$ cat src/rtl/cdb_arbiter_if.sv
// cdb_arbiter_if: requester and CDB signals of cdb_arbiter; slave = arbiter side, master = requesters/ROB side
interface cdb_arbiter_if #(
  parameter int N_REQ = 4,
  parameter int XLEN = 64,
  parameter int ROB_IDX_LEN = 6,
  parameter int ROB_EXCEPT_LEN = 5
);
  logic [N_REQ-1:0] rs_valid_i;
  logic [N_REQ-1:0] rs_ready_o;
  logic [N_REQ-1:0][ROB_IDX_LEN-1:0] rs_idx_i;
  logic [N_REQ-1:0][XLEN-1:0] rs_data_i;
  logic [N_REQ-1:0] rs_except_raised_i;
  logic [N_REQ-1:0][ROB_EXCEPT_LEN-1:0] rs_except_code_i;
  logic rob_ready_i;
  logic cdb_valid_o;
  logic [ROB_IDX_LEN-1:0] cdb_idx_o;
  logic [XLEN-1:0] cdb_data_o;
  logic cdb_except_raised_o;
  logic [ROB_EXCEPT_LEN-1:0] cdb_except_o;
  modport slave (
    input rs_valid_i, rs_idx_i, rs_data_i, rs_except_raised_i, rs_except_code_i, rob_ready_i,
    output rs_ready_o, cdb_valid_o, cdb_idx_o, cdb_data_o, cdb_except_raised_o, cdb_except_o
  );
  modport master (
    output rs_valid_i, rs_idx_i, rs_data_i, rs_except_raised_i, rs_except_code_i, rob_ready_i,
    input rs_ready_o, cdb_valid_o, cdb_idx_o, cdb_data_o, cdb_except_raised_o, cdb_except_o
  );
endinterface

$ cat src/rtl/cdb_arbiter.sv
// cdb_arbiter: round-robin CDB arbiter with one-entry output stage; ports clk_i, rst_n_i (sync active-low), flush_i, bus (requesters in, one-hot rs_ready_o, cdb_* broadcast held until rob_ready_i)
module cdb_arbiter #(
  parameter int N_REQ = 4,
  parameter int XLEN = 64,
  parameter int ROB_IDX_LEN = 6,
  parameter int ROB_EXCEPT_LEN = 5
) (
  input logic clk_i,
  input logic rst_n_i,
  input logic flush_i,
  cdb_arbiter_if.slave bus
);
  localparam int PW = $clog2(N_REQ);
  logic [PW-1:0] prio;
  logic [PW-1:0] g;
  logic [PW:0] j;
  logic hit;
  logic free;
  logic en;
  assign free = !bus.cdb_valid_o || bus.rob_ready_i;
  assign en = free && rst_n_i && !flush_i;
  always_comb begin
    hit = 1'b0;
    g = '0;
    j = '0;
    for (int k = 0; k < N_REQ; k++) begin
      j = {1'b0, prio} + (PW+1)'(k);
      j = j >= (PW+1)'(N_REQ) ? j - (PW+1)'(N_REQ) : j;
      if (!hit && bus.rs_valid_i[j[PW-1:0]]) begin
        hit = 1'b1;
        g = j[PW-1:0];
      end
    end
  end
  assign bus.rs_ready_o = en && hit ? {{(N_REQ-1){1'b0}}, 1'b1} << g : '0;
  always_ff @(posedge clk_i) begin
    if (!rst_n_i) begin
      bus.cdb_valid_o <= 1'b0;
      bus.cdb_idx_o <= '0;
      bus.cdb_data_o <= '0;
      bus.cdb_except_raised_o <= 1'b0;
      bus.cdb_except_o <= '0;
      prio <= '0;
    end else if (flush_i) begin
      bus.cdb_valid_o <= 1'b0;
      prio <= '0;
    end else if (free) begin
      bus.cdb_valid_o <= hit;
      if (hit) begin
        bus.cdb_idx_o <= bus.rs_idx_i[g];
        bus.cdb_data_o <= bus.rs_data_i[g];
        bus.cdb_except_raised_o <= bus.rs_except_raised_i[g];
        bus.cdb_except_o <= bus.rs_except_code_i[g];
        prio <= g == PW'(N_REQ-1) ? '0 : g + 1'b1;
      end
    end
  end
endmodule

$ cat src/flat_wrapper.sv
// flat-port wrapper written by rule: the top's interface ports become plain ports
module cdb_arbiter_flat 
#(
  parameter int N_REQ = 4,
  parameter int XLEN = 64,
  parameter int ROB_IDX_LEN = 6,
  parameter int ROB_EXCEPT_LEN = 5
)
  (clk_i, rst_n_i, flush_i, bus_rs_valid_i, bus_rs_idx_i, bus_rs_data_i, bus_rs_except_raised_i, bus_rs_except_code_i, bus_rob_ready_i, bus_rs_ready_o, bus_cdb_valid_o, bus_cdb_idx_o, bus_cdb_data_o, bus_cdb_except_raised_o, bus_cdb_except_o);
  cdb_arbiter_if #(.N_REQ(N_REQ), .XLEN(XLEN), .ROB_IDX_LEN(ROB_IDX_LEN), .ROB_EXCEPT_LEN(ROB_EXCEPT_LEN)) bus_i ();
  input logic clk_i;
  input logic rst_n_i;
  input logic flush_i;
  input wire logic [$bits(bus_i.rs_valid_i)-1:0] bus_rs_valid_i;
  input wire logic [$bits(bus_i.rs_idx_i)-1:0] bus_rs_idx_i;
  input wire logic [$bits(bus_i.rs_data_i)-1:0] bus_rs_data_i;
  input wire logic [$bits(bus_i.rs_except_raised_i)-1:0] bus_rs_except_raised_i;
  input wire logic [$bits(bus_i.rs_except_code_i)-1:0] bus_rs_except_code_i;
  input wire logic [$bits(bus_i.rob_ready_i)-1:0] bus_rob_ready_i;
  output wire logic [$bits(bus_i.rs_ready_o)-1:0] bus_rs_ready_o;
  output wire logic [$bits(bus_i.cdb_valid_o)-1:0] bus_cdb_valid_o;
  output wire logic [$bits(bus_i.cdb_idx_o)-1:0] bus_cdb_idx_o;
  output wire logic [$bits(bus_i.cdb_data_o)-1:0] bus_cdb_data_o;
  output wire logic [$bits(bus_i.cdb_except_raised_o)-1:0] bus_cdb_except_raised_o;
  output wire logic [$bits(bus_i.cdb_except_o)-1:0] bus_cdb_except_o;
  assign bus_i.rs_valid_i = bus_rs_valid_i;
  assign bus_i.rs_idx_i = bus_rs_idx_i;
  assign bus_i.rs_data_i = bus_rs_data_i;
  assign bus_i.rs_except_raised_i = bus_rs_except_raised_i;
  assign bus_i.rs_except_code_i = bus_rs_except_code_i;
  assign bus_i.rob_ready_i = bus_rob_ready_i;
  assign bus_rs_ready_o = bus_i.rs_ready_o;
  assign bus_cdb_valid_o = bus_i.cdb_valid_o;
  assign bus_cdb_idx_o = bus_i.cdb_idx_o;
  assign bus_cdb_data_o = bus_i.cdb_data_o;
  assign bus_cdb_except_raised_o = bus_i.cdb_except_raised_o;
  assign bus_cdb_except_o = bus_i.cdb_except_o;
  cdb_arbiter #(.N_REQ(N_REQ), .XLEN(XLEN), .ROB_IDX_LEN(ROB_IDX_LEN), .ROB_EXCEPT_LEN(ROB_EXCEPT_LEN)) u_core (.clk_i(clk_i), .rst_n_i(rst_n_i), .flush_i(flush_i), .bus(bus_i));
endmodule
$ cat config.mk
export PLATFORM = sky130hd
export DESIGN_NAME = cdb_arbiter_flat
export DESIGN_NICKNAME = d
export VERILOG_FILES = /design/src/rtl/cdb_arbiter_if.sv /design/src/rtl/cdb_arbiter.sv /design/src/flat_wrapper.sv
export SDC_FILE = /design/constraint.sdc
export NUM_CORES = 1
export LEC_CHECK = 0
export ABC_CLOCK_PERIOD_IN_PS = 7100
export CORE_AREA = 2 2 154 156
export CTS_BUF_LIST = sky130_fd_sc_hd__clkbuf_8 sky130_fd_sc_hd__clkbuf_16
export DETAILED_ROUTE_END_ITERATION = 12
export DIE_AREA = 0 0 156 158
export SETUP_SLACK_MARGIN = 0.15
export SLEW_MARGIN = 20
export SYNTH_ARGS = -nofsm -noshare
export SYNTH_HDL_FRONTEND = slang
export SYNTH_SLANG_ARGS = --single-unit
$ cat constraint.sdc
create_clock -name clk_i -period 7.1 [get_ports clk_i]
set_clock_uncertainty 0.2 [all_clocks]
set_input_delay 1.42 -clock clk_i [delete_from_list [all_inputs] [get_ports clk_i]]
set_output_delay 1.42 -clock clk_i [all_outputs]
set_load 0.01 [all_outputs]
==> results.json, run 1 <==
{
  "outcome": "complete, no violations",
  "drive_above_1_share_pct": 4.82,
  "fin_crit_ps": 6050,
  "cts_resized": 0,
  "clock_latency_ps": 340,
  "post_synth_inst_count": 643,
  "cp.required_ps": 5480,
  "period_share_pct": 85.2,
  "wl_mm": 23.6,
  "slew_headroom_pct": 29.9,
  "regArea_mm2": 0.00158,
  "worstHoldStart": "u_core.bus.cdb_data_o[41]$_SDFFE_PN0P_",
  "placeableCoreArea_mm2": 0.0231,
  "synth-seq-cells": 79,
  "synth-warning-count": 0,
  "fmax_mhz": 165,
  "fp.dieArea_mm2": 0.0246,
  "cts_root_buffer": "clkbuf_16",
  "detailedRoute.firstIterationViolations": 243,
  "die_h_um": 158,
  "worstReg2RegStart": "u_core.bus.cdb_valid_o$_SDFFE_PP0N_",
  "core.rowCount": 56,
  "dieWidth_um": 156,
  "cts_sinks": 79,
  "multi_input_area_mm2": 0.00341,
  "gp_congestion": 0.805,
  "dr.pass1.iters": 4,
  "tns_ps": 0,
  "dpl.hpwl_mm": 17.6,
  "cts_tree": "done",
  "yosys.area_share.simple_pct": 17.7,
  "fin_area_mm2": 0.00969,
  "cts_hold_buf": 0,
  "fill_cells": 2330,
  "worstHoldPathCells": 2,
  "port_buffers": 392,
  "floorplan.initialDensity_pct": 23.3,
  "crit_fanout": 39,
  "critPathLaunchType": "input port",
  "synth_compound_area_share_pct": 31.1,
  "drv_slew": 0,
  "grt_max_degree": 76,
  "r2r_end": "u_core.bus.cdb_data_o[35]$_SDFFE_PN0P_",
  "antenna_found_initial": 1,
  "drc": 0,
  "peakVddDrop_v": 0.0000982,
  "wire_per_inst_um": 18.3,
  "ys_types": 39,
  "worst_pin_slew_ps": 1050,
  "grt_pass1_vias": 6058,
  "placed_area_mm2": 0.00935,
  "n_antenna_cell": 0,
  "clkTransAtPathRegs_ps": 70,
  "p_leak_nw": 3.72,
  "grt_overflow": 0,
  "cap_violations": 0,
  "vias": 6124,
  "synth_top_family_by_area": "compound AO/OA/AOI/OAI gates",
  "ant_nets": 0,
  "synth_xor_area_share_pct": 0,
  "via_per_inst": 4.76,
  "h-tree-depth": 3,
  "track_usage_pct": 18.3,
  "synth_area_per_cell_um2": 8.34,
  "hold_violations": 0,
  "hold_class": "register to register",
  "grt_setup_unrepaired": "false",
  "muxShareOfSynthArea_pct": 14.2,
  "final_nets": 1304,
  "cts_buffers": 9,
  "ioPinCount": 393,
  "cts.path.max_buffers": 2,
  "areaGrowthSynthToFinish_pct": 80.6,
  "power_density_mw_per_mm2": 168,
  "cp-end-kind": "primary output",
  "grt_pass1_wl_mm": 34.7,
  "syn_nets": 956,
  "reg2regPathDepth": 7,
  "rrSetupSlack_ps": 4210,
  "syn_area_mm2": 0.00536,
  "ys_seq_area_share_pct": 29.5,
  "cp.arrival_ps": 4430,
  "setup_viol": 0,
  "synth_adder_area_share_pct": 0.233,
  "min_to": "u_core.bus.cdb_data_o[41]$_SDFFE_PN0P_",
  "postCtsSetupBuffers": 0,
  "criticalPathCategory": "input port to primary output"
}
worst max path at each step:
stage,slack [ps],startpoint,end
after global placement,1060,bus_rs_valid_i[3],bus_rs_ready_o[3]
final,1050,bus_rs_valid_i[3],bus_rs_ready_o[3]
after CTS,970,bus_rs_valid_i[3],bus_rs_ready_o[3]
after detailed placement,980,bus_rs_valid_i[3],bus_rs_ready_o[3]
after floorplan,2710,bus_rs_valid_i[2],bus_rs_ready_o[0]
after global routing,800,bus_rs_valid_i[3],bus_rs_ready_o[3]
layout make-up:
type	count	area share (%)
inverter	2	0.0775
sequential	79	16.3
multi-input combinational	498	35.2
timing repair buffer	401	41.2
clock inverter	7	1.18
tap	290	3.75
clock buffer	9	2.33
per-stage QoR:
step / utilization (%) / total power, mW / setup slack (ps) / hold WS, ps / std cells
2_1_floorplan: - / 0.771 / 2710 / 301 / 643
3_3_place_gp: 40.5 / 1.09 / 1060 / 247 / 1270
3_5_place_dp: 40.5 / 1.10 / 982 / 255 / 1270
4_1_cts: 42.0 / 1.65 / 966 / 270 / 1286
5_1_grt: 42.0 / 1.71 / 799 / 292 / 1286
6_report: 42.0 / 1.63 / 1050 / 268 / 1286
state kept, by name, summed over array words and instances, names as in the netlist:
name,count
u_core.bus.cdb_idx_o,6
u_core.bus.cdb_data_o,64
u_core.bus.cdb_except_raised_o,1
u_core.bus.cdb_valid_o,1
u_core.prio,2
u_core.bus.cdb_except_o,5
worst max-delay path: stages:
cell and delay, ps:
clkdlybuf4s50_1 640, or4_4 210, nand2_4 80, nor2_4 610, buf_4 500, nand2b_4 100, nor3_1 190, clkdlybuf4s50_1 610
cell families (layout without fill, tap and decap cells):
family,after synthesis,count (layout)
muxes,76,76
and+or+nand+nor,179,179
adders and majority gates,1,1
AOI/OAI and AO/OA,242,242
DFF,79,79
buffers and inverters,66,419
layer usage:
metal	part of all wire [%]	vias to the layer above	GRT usage [%]
li1	-	3070	-
met1	42	2786	21.8
met2	49	232	32.4
met3	5.9	34	3.48
met4	2.7	2	7.65
met5	0.051	-	0
placed cells by master, fill, tap and decap left out, types with 4 or more instances in the layout:
cell type and n:
a21boi_0 7, a21boi_1 69, a21oi_1 4, and3_1 76, buf_4 9, clkbuf_16 9
clkdlybuf4s50_1 391, dfxtp_1 79, mux2i_1 76, nand2_1 77, nor2_1 4, nor3_1 5
o211ai_1 66, o211ai_2 10, o21ai_0 6, o21ai_1 73
Yosys cell counts (all sizes together):
cell type  instances  area [um2]
a211o              1        8.76
a211oi             2        20.0
a21boi            76         571
a21oi              5        25.0
a311o              1        10.0
a311oi             1        8.76
and2               1        6.26
and3              76         475
buf               33         262
clkbuf            31         120
dfxtp             79        1580
ha                 1        12.5
inv                2        7.50
mux2i             76         761
nand2             78         300
nand2b             4        32.5
nand3              1        5.00
nor2               6        37.5
nor2b              5        41.3
nor3               5        25.0
o211ai            76         621
o21a               1        8.76
o21ai             79         395
or2                1        6.26
or4                1        11.3
or4b               1        10.0
power by group:
part	switching, mW	leakage, nW	internal [mW]
registers	0.0258	0.650	0.491
clock network	0.201	0.168	0.342
logic	0.233	2.90	0.332
Power figures use the tool's default switching activity.
==> run 2: changes to the inputs <==
CTS_CLUSTER_DIAMETER = 30   (was not set)
SKIP_LAST_GASP = 1   (was not set)
==> results of run 2 <==
Final layout, timing and power as in run 1 (identical DEF).
